==> config.mk <==
export PLATFORM = sky130hd
export DESIGN_NAME = spi_reg_master
export DESIGN_NICKNAME = d
export VERILOG_FILES = /design/src/rtl/spi_reg_master.sv
export SDC_FILE = /design/constraint.sdc
export NUM_CORES = 1
export LEC_CHECK = 0
export ABC_AREA = 0
export BUFFER_PORTS_ARGS = -buffer_cell sky130_fd_sc_hd__buf_2
export CAP_MARGIN = 20
export CELL_PAD_IN_SITES_DETAIL_PLACEMENT = 0
export CELL_PAD_IN_SITES_GLOBAL_PLACEMENT = 1
export CORE_AREA = 2 2 128 130
export DETAILED_ROUTE_END_ITERATION = 8
export DIE_AREA = 0 0 130 132
export PLACE_DENSITY_LB_ADDON = 0.08
export REMOVE_ABC_BUFFERS = 1
export SLEW_MARGIN = 0
export SYNTH_ARGS = -nofsm -noshare
export SYNTH_HDL_FRONTEND = slang
export SYNTH_SLANG_ARGS = --single-unit
==> constraint.sdc <==
create_clock -name clk -period 2.5 [get_ports clk]
set_input_delay 0.375 -clock clk [delete_from_list [all_inputs] [get_ports clk]]
set_output_delay 0.375 -clock clk [all_outputs]
set_load 0.1 [all_outputs]
==> src/rtl/spi_reg_master.sv <==
// SPI mode-0 initiator for register read/write frames: a 9-bit header, optional dummy bits,
// then 8/16/32 data bits. It takes one command per chip-select frame and pulses a response at frame end.
module spi_reg_master #(
  parameter int ADDR_W     = 6,
  parameter int CLK_DIV    = 4,
  parameter int READ_DUMMY = 1,
  parameter int CS_IDLE    = 4
) (
  input  logic              clk,
  input  logic              rst,
  input  logic              cmd_valid,
  output logic              cmd_ready,
  input  logic              cmd_rw,
  input  logic [ADDR_W-1:0] cmd_addr,
  input  logic [1:0]        cmd_width,
  input  logic [31:0]       cmd_wdata,
  output logic              rsp_valid,
  output logic [31:0]       rsp_rdata,
  output logic              busy,
  output logic              spi_cs_n,
  output logic              spi_clk,
  output logic              spi_mosi,
  input  logic              spi_miso
);

  localparam int         HDR      = 3 + ADDR_W;
  localparam logic [7:0] DIV_LAST = 8'(CLK_DIV - 1);
  localparam logic [7:0] GAP_LAST = 8'(CS_IDLE - 2);

  typedef enum logic [2:0] {
    S_IDLE, S_SETUP, S_LO, S_HI, S_HOLD, S_END, S_GAP
  } state_t;

  state_t      state, state_nxt;
  logic [7:0]  div_cnt, div_nxt;
  logic [5:0]  bit_cnt, bit_nxt;
  logic [63:0] tx_sr, tx_nxt, tx_load;
  logic [31:0] rx_sr, rx_nxt, rdata_nxt;
  logic        rw_q, rw_nxt;
  logic [1:0]  width_q, width_nxt;
  logic        ready_nxt, rsp_valid_nxt, cs_n_nxt, sclk_nxt, mosi_nxt;
  logic        div_wrap;

  function automatic int data_bits(input logic [1:0] w);
    case (w)
      2'b00:   return 8;
      2'b01:   return 16;
      default: return 32;
    endcase
  endfunction

  function automatic logic [31:0] data_mask(input logic [1:0] w);
    case (w)
      2'b00:   return 32'h0000_00FF;
      2'b01:   return 32'h0000_FFFF;
      default: return 32'hFFFF_FFFF;
    endcase
  endfunction

  assign busy = (state != S_IDLE);

  // NOTE: every variable gets a default first so no path through the case can infer a latch.
  always_comb begin
    state_nxt     = state;
    div_nxt       = div_cnt;
    bit_nxt       = bit_cnt;
    tx_nxt        = tx_sr;
    rx_nxt        = rx_sr;
    rw_nxt        = rw_q;
    width_nxt     = width_q;
    ready_nxt     = 1'b0;
    rsp_valid_nxt = 1'b0;
    rdata_nxt     = rsp_rdata;
    cs_n_nxt      = spi_cs_n;
    sclk_nxt      = spi_clk;
    mosi_nxt      = spi_mosi;
    div_wrap      = (div_cnt == DIV_LAST);
    // Whole frame left-aligned so mosi always comes from bit 63; read frames shift out zeros.
    tx_load = {cmd_rw, cmd_width, cmd_addr, {(64 - HDR){1'b0}}};
    if (cmd_rw)
      tx_load = tx_load | (({cmd_wdata, 32'h0} << (32 - data_bits(cmd_width))) >> HDR);

    case (state)
      S_IDLE: begin
        ready_nxt = 1'b1;
        if (cmd_valid && cmd_ready) begin
          state_nxt = S_SETUP;
          ready_nxt = 1'b0;
          div_nxt   = 8'd0;
          bit_nxt   = 6'(HDR + (cmd_rw ? 0 : READ_DUMMY) + data_bits(cmd_width) - 1);
          tx_nxt    = tx_load;
          rw_nxt    = cmd_rw;
          width_nxt = cmd_width;
          cs_n_nxt  = 1'b0;
          sclk_nxt  = 1'b0;
          mosi_nxt  = 1'b0;
        end
      end
      S_SETUP: begin
        if (div_wrap) begin
          state_nxt = S_LO;
          div_nxt   = 8'd0;
          mosi_nxt  = tx_sr[63];
        end else begin
          div_nxt = div_cnt + 8'd1;
        end
      end
      S_LO: begin
        if (div_wrap) begin
          state_nxt = S_HI;
          div_nxt   = 8'd0;
          sclk_nxt  = 1'b1;
        end else begin
          div_nxt = div_cnt + 8'd1;
        end
      end
      S_HI: begin
        if (div_wrap) begin
          rx_nxt   = {rx_sr[30:0], spi_miso};
          div_nxt  = 8'd0;
          sclk_nxt = 1'b0;
          if (bit_cnt == 6'd0) begin
            state_nxt = S_HOLD;
            mosi_nxt  = 1'b0;
          end else begin
            state_nxt = S_LO;
            bit_nxt   = bit_cnt - 6'd1;
            tx_nxt    = {tx_sr[62:0], 1'b0};
            mosi_nxt  = tx_sr[62];
          end
        end else begin
          div_nxt = div_cnt + 8'd1;
        end
      end
      S_HOLD: begin
        if (div_wrap) begin
          state_nxt     = S_END;
          div_nxt       = 8'd0;
          cs_n_nxt      = 1'b1;
          rsp_valid_nxt = 1'b1;
          // Only the last D sampled bits are data; header/dummy samples fall off or get masked.
          if (!rw_q) rdata_nxt = rx_sr & data_mask(width_q);
        end else begin
          div_nxt = div_cnt + 8'd1;
        end
      end
      S_END: begin
        div_nxt = 8'd0;
        if (CS_IDLE <= 1) begin
          state_nxt = S_IDLE;
          ready_nxt = 1'b1;
        end else begin
          state_nxt = S_GAP;
        end
      end
      S_GAP: begin
        if (div_cnt == GAP_LAST) begin
          state_nxt = S_IDLE;
          ready_nxt = 1'b1;
        end else begin
          div_nxt = div_cnt + 8'd1;
        end
      end
      default: state_nxt = S_IDLE;
    endcase
  end

  // NOTE: state registers use non-blocking assignments so every flop samples pre-edge values.
  always_ff @(posedge clk) begin
    if (rst) begin
      state     <= S_IDLE;
      div_cnt   <= 8'd0;
      bit_cnt   <= 6'd0;
      tx_sr     <= 64'd0;
      rx_sr     <= 32'd0;
      rw_q      <= 1'b0;
      width_q   <= 2'b00;
      cmd_ready <= 1'b0;
      rsp_valid <= 1'b0;
      rsp_rdata <= 32'd0;
      spi_cs_n  <= 1'b1;
      spi_clk   <= 1'b0;
      spi_mosi  <= 1'b0;
    end else begin
      state     <= state_nxt;
      div_cnt   <= div_nxt;
      bit_cnt   <= bit_nxt;
      tx_sr     <= tx_nxt;
      rx_sr     <= rx_nxt;
      rw_q      <= rw_nxt;
      width_q   <= width_nxt;
      cmd_ready <= ready_nxt;
      rsp_valid <= rsp_valid_nxt;
      rsp_rdata <= rdata_nxt;
      spi_cs_n  <= cs_n_nxt;
      spi_clk   <= sclk_nxt;
      spi_mosi  <= mosi_nxt;
    end
  end

endmodule

* Word level (Yosys, flattened, before mapping)
Cells that the tools add are included.
W data, S select, Z words.
** Word-level totals
- Flip-flop bits (word level) :: 153
- Input bits :: 45
- Output and inout port bits :: 38
- Logic and storage cells :: 107
** Cells by class
- Add/sub/neg operators :: 6
- Equality and inequality tests :: 18
- Shift-type cells :: 1
- Muxes and demuxes :: 43
- Bitwise logic cells :: 4
- Reductions and logical operators :: 22
** Operator list (count)
- $mux W64 :: 4
- $mux W32 :: 4
- $pmux W64 S2 :: 1
- $or A64 B55 Y64 :: 1
- $pmux W32 S2 :: 1
- $shl A64 B32 Y64 :: 1
- $and A32 B32 Y32 :: 1
- $pmux W8 S4 :: 1
- $sub A7 B32 Y32 const A :: 1
- $mux W6 :: 5
- $mux W8 :: 3
- $pmux W6 S2 :: 2
- $mux W3 :: 7
- $pmux W3 S7 :: 1
- $eq A8 B2 Y1 const B :: 2
- $ne A2 B2 Y1 const B :: 8
- $reduce_and A4 Y1 :: 3
- $mux W1 :: 10
- $eq A3 B3 Y1 const B :: 3
- $reduce_and A3 Y1 :: 3
- $reduce_bool A3 Y1 :: 3
- $add A8 B1 Y8 const B :: 1
- $add A6 B6 Y6 :: 1
- $eq A3 B2 Y1 const B :: 2
- other kinds (18) :: 25

* Depth between registers and ports, before layout
- Word-level depth :: 9
- Gate-level depth with buffers :: 13
- Gate-level depth less buffers :: 10

* Worst setup path before layout
Ideal clock, no wire load.
- Path kind :: input-to-reg
- Start point :: in cmd_width[1]
- End point :: reg tx_sr[24]
- Setup time :: 0.086 ns
- Arrival time :: 2.562 ns
- Required time :: 2.414 ns
- Slack :: -0.147 ns
- Cell stages on the path :: 10
- Path buffers :: 2
- Cells stage by stage :: clkbuf_1 > nor2_2 > buf_2 > inv_1 > ha_1 > nor2_1 > nand4_1 > nor2_1 > a22oi_1 > a211oi_1
** On the way
- Longest elaborated chain between the ends :: 9
- Elaborated cells between the ends (all ways) :: 10
- Classes of those cells :: add/sub: 1; eq/ne: 1; shift: 1; mux: 5; bitwise: 1; reduce/logical: 1
** RTL lines
- start: declaration :: RTL line 15 : input logic [1:0] cmd_width,
- $eq A2 B1 Y1 / $logic_not A2 Y1 (equally long branches) :: RTL line 45 : case (w)
- $pmux W6 S2 (*) :: RTL line 45
- $mux W32 (*) :: RTL line 80 : if (cmd_rw)
- $sub A7 B32 Y32 (*) :: RTL line 81 : tx_load = tx_load | (({cmd_wdata, 32'h0} << (32 - data_bits(cmd_width))) >> HDR);
- $shl A64 B32 Y64 (*) :: RTL line 81
- $or A64 B55 Y64 (*) :: RTL line 81
- $mux W64 (*) :: RTL line 80
- $mux W64 (*) :: RTL line 86 : if (cmd_valid && cmd_ready) begin
- $pmux W64 S2 (*) :: RTL line 83 : case (state)
- end signal: assignment :: RTL line 188 : tx_sr <= tx_nxt;
- end: declaration :: RTL line 37 : logic [63:0] tx_sr, tx_nxt, tx_load;
Mark *: on every way between the ends. The rest lies on a longest branch, timed or not. The select of a mux whose other input is x is not followed.
A chain may end at the register's enable or synchronous reset.

* Worst setup path in the final report
- Start point :: reg div_cnt[0]
- End point :: reg rsp_rdata[17]
** On the way
- Longest elaborated chain between the ends :: 2
** RTL lines
- start: declaration :: RTL line 35 : logic [7:0] div_cnt, div_nxt;
- start signal: assignment :: RTL line 186 : div_cnt <= div_nxt;
- $eq A8 B2 Y1 :: RTL line 77 : div_wrap = (div_cnt == DIV_LAST);
- $reduce_and A3 Y1 (no source line)
- end signal: assignment :: RTL line 194 : rsp_rdata <= rdata_nxt;
- end: declaration :: RTL line 18 : output logic [31:0] rsp_rdata,
No other way between the ends.

==> impl_metrics.yaml <==
worst_hold_path:
  whs_path_depth: 3
  hp-class: "in -> reg"
final_layout:
  fin_nets: 842
  final_area_sq_um: 7160
  area_growth_pct: 21.4
  multiInputGateArea_sq_um: 2990
  layout-drive-gt1-share_pct: 19.7
  post-route-util_pct: 45.6
  n_fill_cell: 1626
  seqCellArea_sq_um: 2600
  antennaDiodeCount: 0
  stdcell_count: 1019
placed_design:
  place_worst_setup_slack_ns: 0.204
  io_buffers: 82
  dpl_cell_area_sq_um: 6570
  dpl.hpwl_mm: 10.3
  dp_cells: 988
  place_congestion: 0.780
grt:
  grt.total_usage_pct: 18.5
  antenna_found_initial: 0
  grt_max_degree: 53
  first_global_vias: 5031
  gr-total-overflow: 0
  grt_pass1_wl_mm: 25.5
setup_path:
  slowest_stage: "or2_2"
  cp.required_ns: 2.79
  r2r_slack_ns: 0.30
  cp.arrival_ns: 2.49
  crit_path_cell_trace: "ha_1 -> nor3b_2 -> nand4_1 -> or2_2 -> nand2_1 -> a21oi_1"
  worst-path-stages: 6
  path_max_fanout: 32
  reg2regPathDepth: 6
  worstSetupStartpointType: "register"
  cp-end-kind: "register"
  crit_buf_inv: 0
  critPathKind: "reg -> reg"
  max_stage_delay_ns: 0.61
  cp_top_family: "simple AND/OR/NAND/NOR gates"
clock_tree:
  cts_root_buf: "clkbuf_16"
  clk_pin_slew_worst_paths_ns: 0.06
  cts.sinks: 130
  cts_setup_buffers: 0
  cts_buffer_depth: 2
  clock_latency_ns: 0.41
  post_cts_resized: 0
  cts_tree: "done"
  htree_levels: 4
  ctsHoldBuffers: 0
  cts_buffers: 17
floorplanning:
  rows: 46
  pin_count: 83
  die_x_um: 130
  core_region_area_sq_um: 15700
  die-area_sq_um: 17200
  start_util_pct: 37.5
  die_h_um: 132
sta:
  max_freq_ghz: 0.455
  slew_viol_final: 0
  post-route-period-util_pct: 87.8
  setup_ws_ns: 0.305
  timing.final.hold_violations: 0
  setup-violations-final: 0
  worst_pin_slew_ns: 0.622
  skew_ns: 0.00673
  post-route-min-period_ns: 2.20
  finalSetupTns_ns: 0
  rsz0062_at_grt: "no"
  slew_headroom_pct: 58.5
  hold_ws_ns: 0.203
routing:
  drcViolationCount: 0
  num_vias: 5395
  dr_wl_met2_mm: 7.41
  highest_layer: "met4"
  drt_wl_total_mm: 15.6
  via_per_inst: 5.29
  drt_iter0_markers: 379
  met3_length_um: 579
  wl_per_cell_um: 15.3
  detail-route-antenna-nets: 0
  dr.pass1.iters: 5
  met1Wirelength_mm: 7.45
yosys:
  avgSynthCellArea_sq_um: 8.08
  yosys_warnings: 0
  syn_area_sq_um: 5900
  postSynthCellCount: 730
  yosysSeqAreaShare_pct: 44.1
  yosys.cell_types.count: 55
  synth_seq_cells: 130
power:
  pwr_density_cell_nw_per_um2: 765
  p_leak_nw: 2.57
  p_total_mw: 5.48
  irDropWorstVdd_uv: 497
outcome:
  status: "complete, no violations"
job:
  maxCapViolations: 0
sequential cells by signal (all words and copies together), names as in the netlist, 2 cells and up:
name       flops
div_cnt        8
rsp_rdata     32
state          3
bit_cnt        6
width_q        2
rx_sr         32
tx_sr         41
worst paths after layout:
path | start | endpoint
setup / recovery | div_cnt[0] | rsp_rdata[17]
hold reg to reg | rsp_rdata[24] | rsp_rdata[24]
hold / removal | spi_miso | rx_sr[0]
setup reg to reg | div_cnt[0] | rsp_rdata[17]
synth_stat cells, drive strengths merged:
library cell  count  area [sq um]
nand2b            3          18.8
ha                6          75.1
and3              3          18.8
nand4             4          25.0
nor2             35           139
xnor2             7          61.3
a311oi           10          87.6
or2               3          18.8
and2              1          6.26
nor3              6          30.0
a211oi           33           248
o22ai             9          56.3
buf              30           159
o211ai            1          7.51
a22oi            24           180
a21oi           133           681
a31oi             2          12.5
o31ai             1          7.51
a2111oi           1          15.0
a31o              1          8.76
o2bb2ai           1          8.76
inv               7          26.3
nor3b             3          27.5
a21o              3          23.8
or4               3          22.5
o2111ai           1          8.76
nor4b             1          8.76
nand3b            2          18.8
dfxtp           130          2600
clkbuf           34           128
mux2i            24           240
nand4bb           1          11.3
nand2           147           554
nor4              5          46.3
or3               2          13.8
o21ai            16          91.3
and4              2          20.0
a2bb2oi           1          8.76
o21a              2          15.0
nor2b             2          12.5
nand3            29           145
a41oi             1          8.76
layout make-up:
type | instances | area share [%]
multi-input combinational | 529 | 41.8
tap | 216 | 3.77
sequential | 130 | 36.3
inverter | 7 | 0.367
timing repair buffer | 106 | 9.50
clock inverter | 14 | 2.31
clock buffer | 17 | 5.94
routing by layer:
metal	vias up	global-route usage [%]
met5	-	0
met4	0	6.39
met3	15	3.13
met2	121	29.1
met1	2537	25.6
li1	2722	-
layout by cell type, fill, tap and decap left out, types with 4 or more instances in the layout:
| master | n |
|---|---|
| buf_12 | 7 |
| nor2_1 | 30 |
| nor2_2 | 4 |
| clkbuf_16 | 17 |
| nor3_1 | 6 |
| a311oi_1 | 10 |
| nand2_1 | 146 |
| buf_2 | 81 |
| nand4_1 | 4 |
| nor4_1 | 4 |
| o21ai_0 | 15 |
| nand3_1 | 29 |
| mux2i_1 | 24 |
| dfxtp_1 | 130 |
| buf_4 | 18 |
| o22ai_1 | 9 |
| xnor2_1 | 7 |
| ha_1 | 6 |
| inv_1 | 7 |
| a211oi_1 | 33 |
| a21oi_1 | 131 |
| a22oi_1 | 24 |
| clkinv_2 | 5 |
power by group:
part	switching, mW	internal (mW)
clock network	0.929	1.56
logic	0.453	0.281
registers	0.0804	2.18
total	1.46	4.02
cell families (layout without fill, tap and decap cells):
kind of cell | Yosys count | in the layout | share of synthesized area [%]
adder cells (fa/ha/maj) | 6 | 6 | 1.27
XOR/XNOR | 7 | 7 | 1.04
buffers and inverters | 71 | 144 | 5.30
multiplexers | 24 | 24 | 4.07
flip-flops | 130 | 130 | 44.1
AND/OR/NAND/NOR | 252 | 252 | 19.3
AO/OA/AOI/OAI | 240 | 240 | 24.9
worst reg2reg max path: stages, from the launching register on:
cell and delay (ns):
dfxtp_1 0.39, ha_1 0.23, nor3b_2 0.33, nand4_1 0.28, or2_2 0.61, nand2_1 0.18, a21oi_1 0.07
No activity file was read; power rests on OpenSTA's default activity.
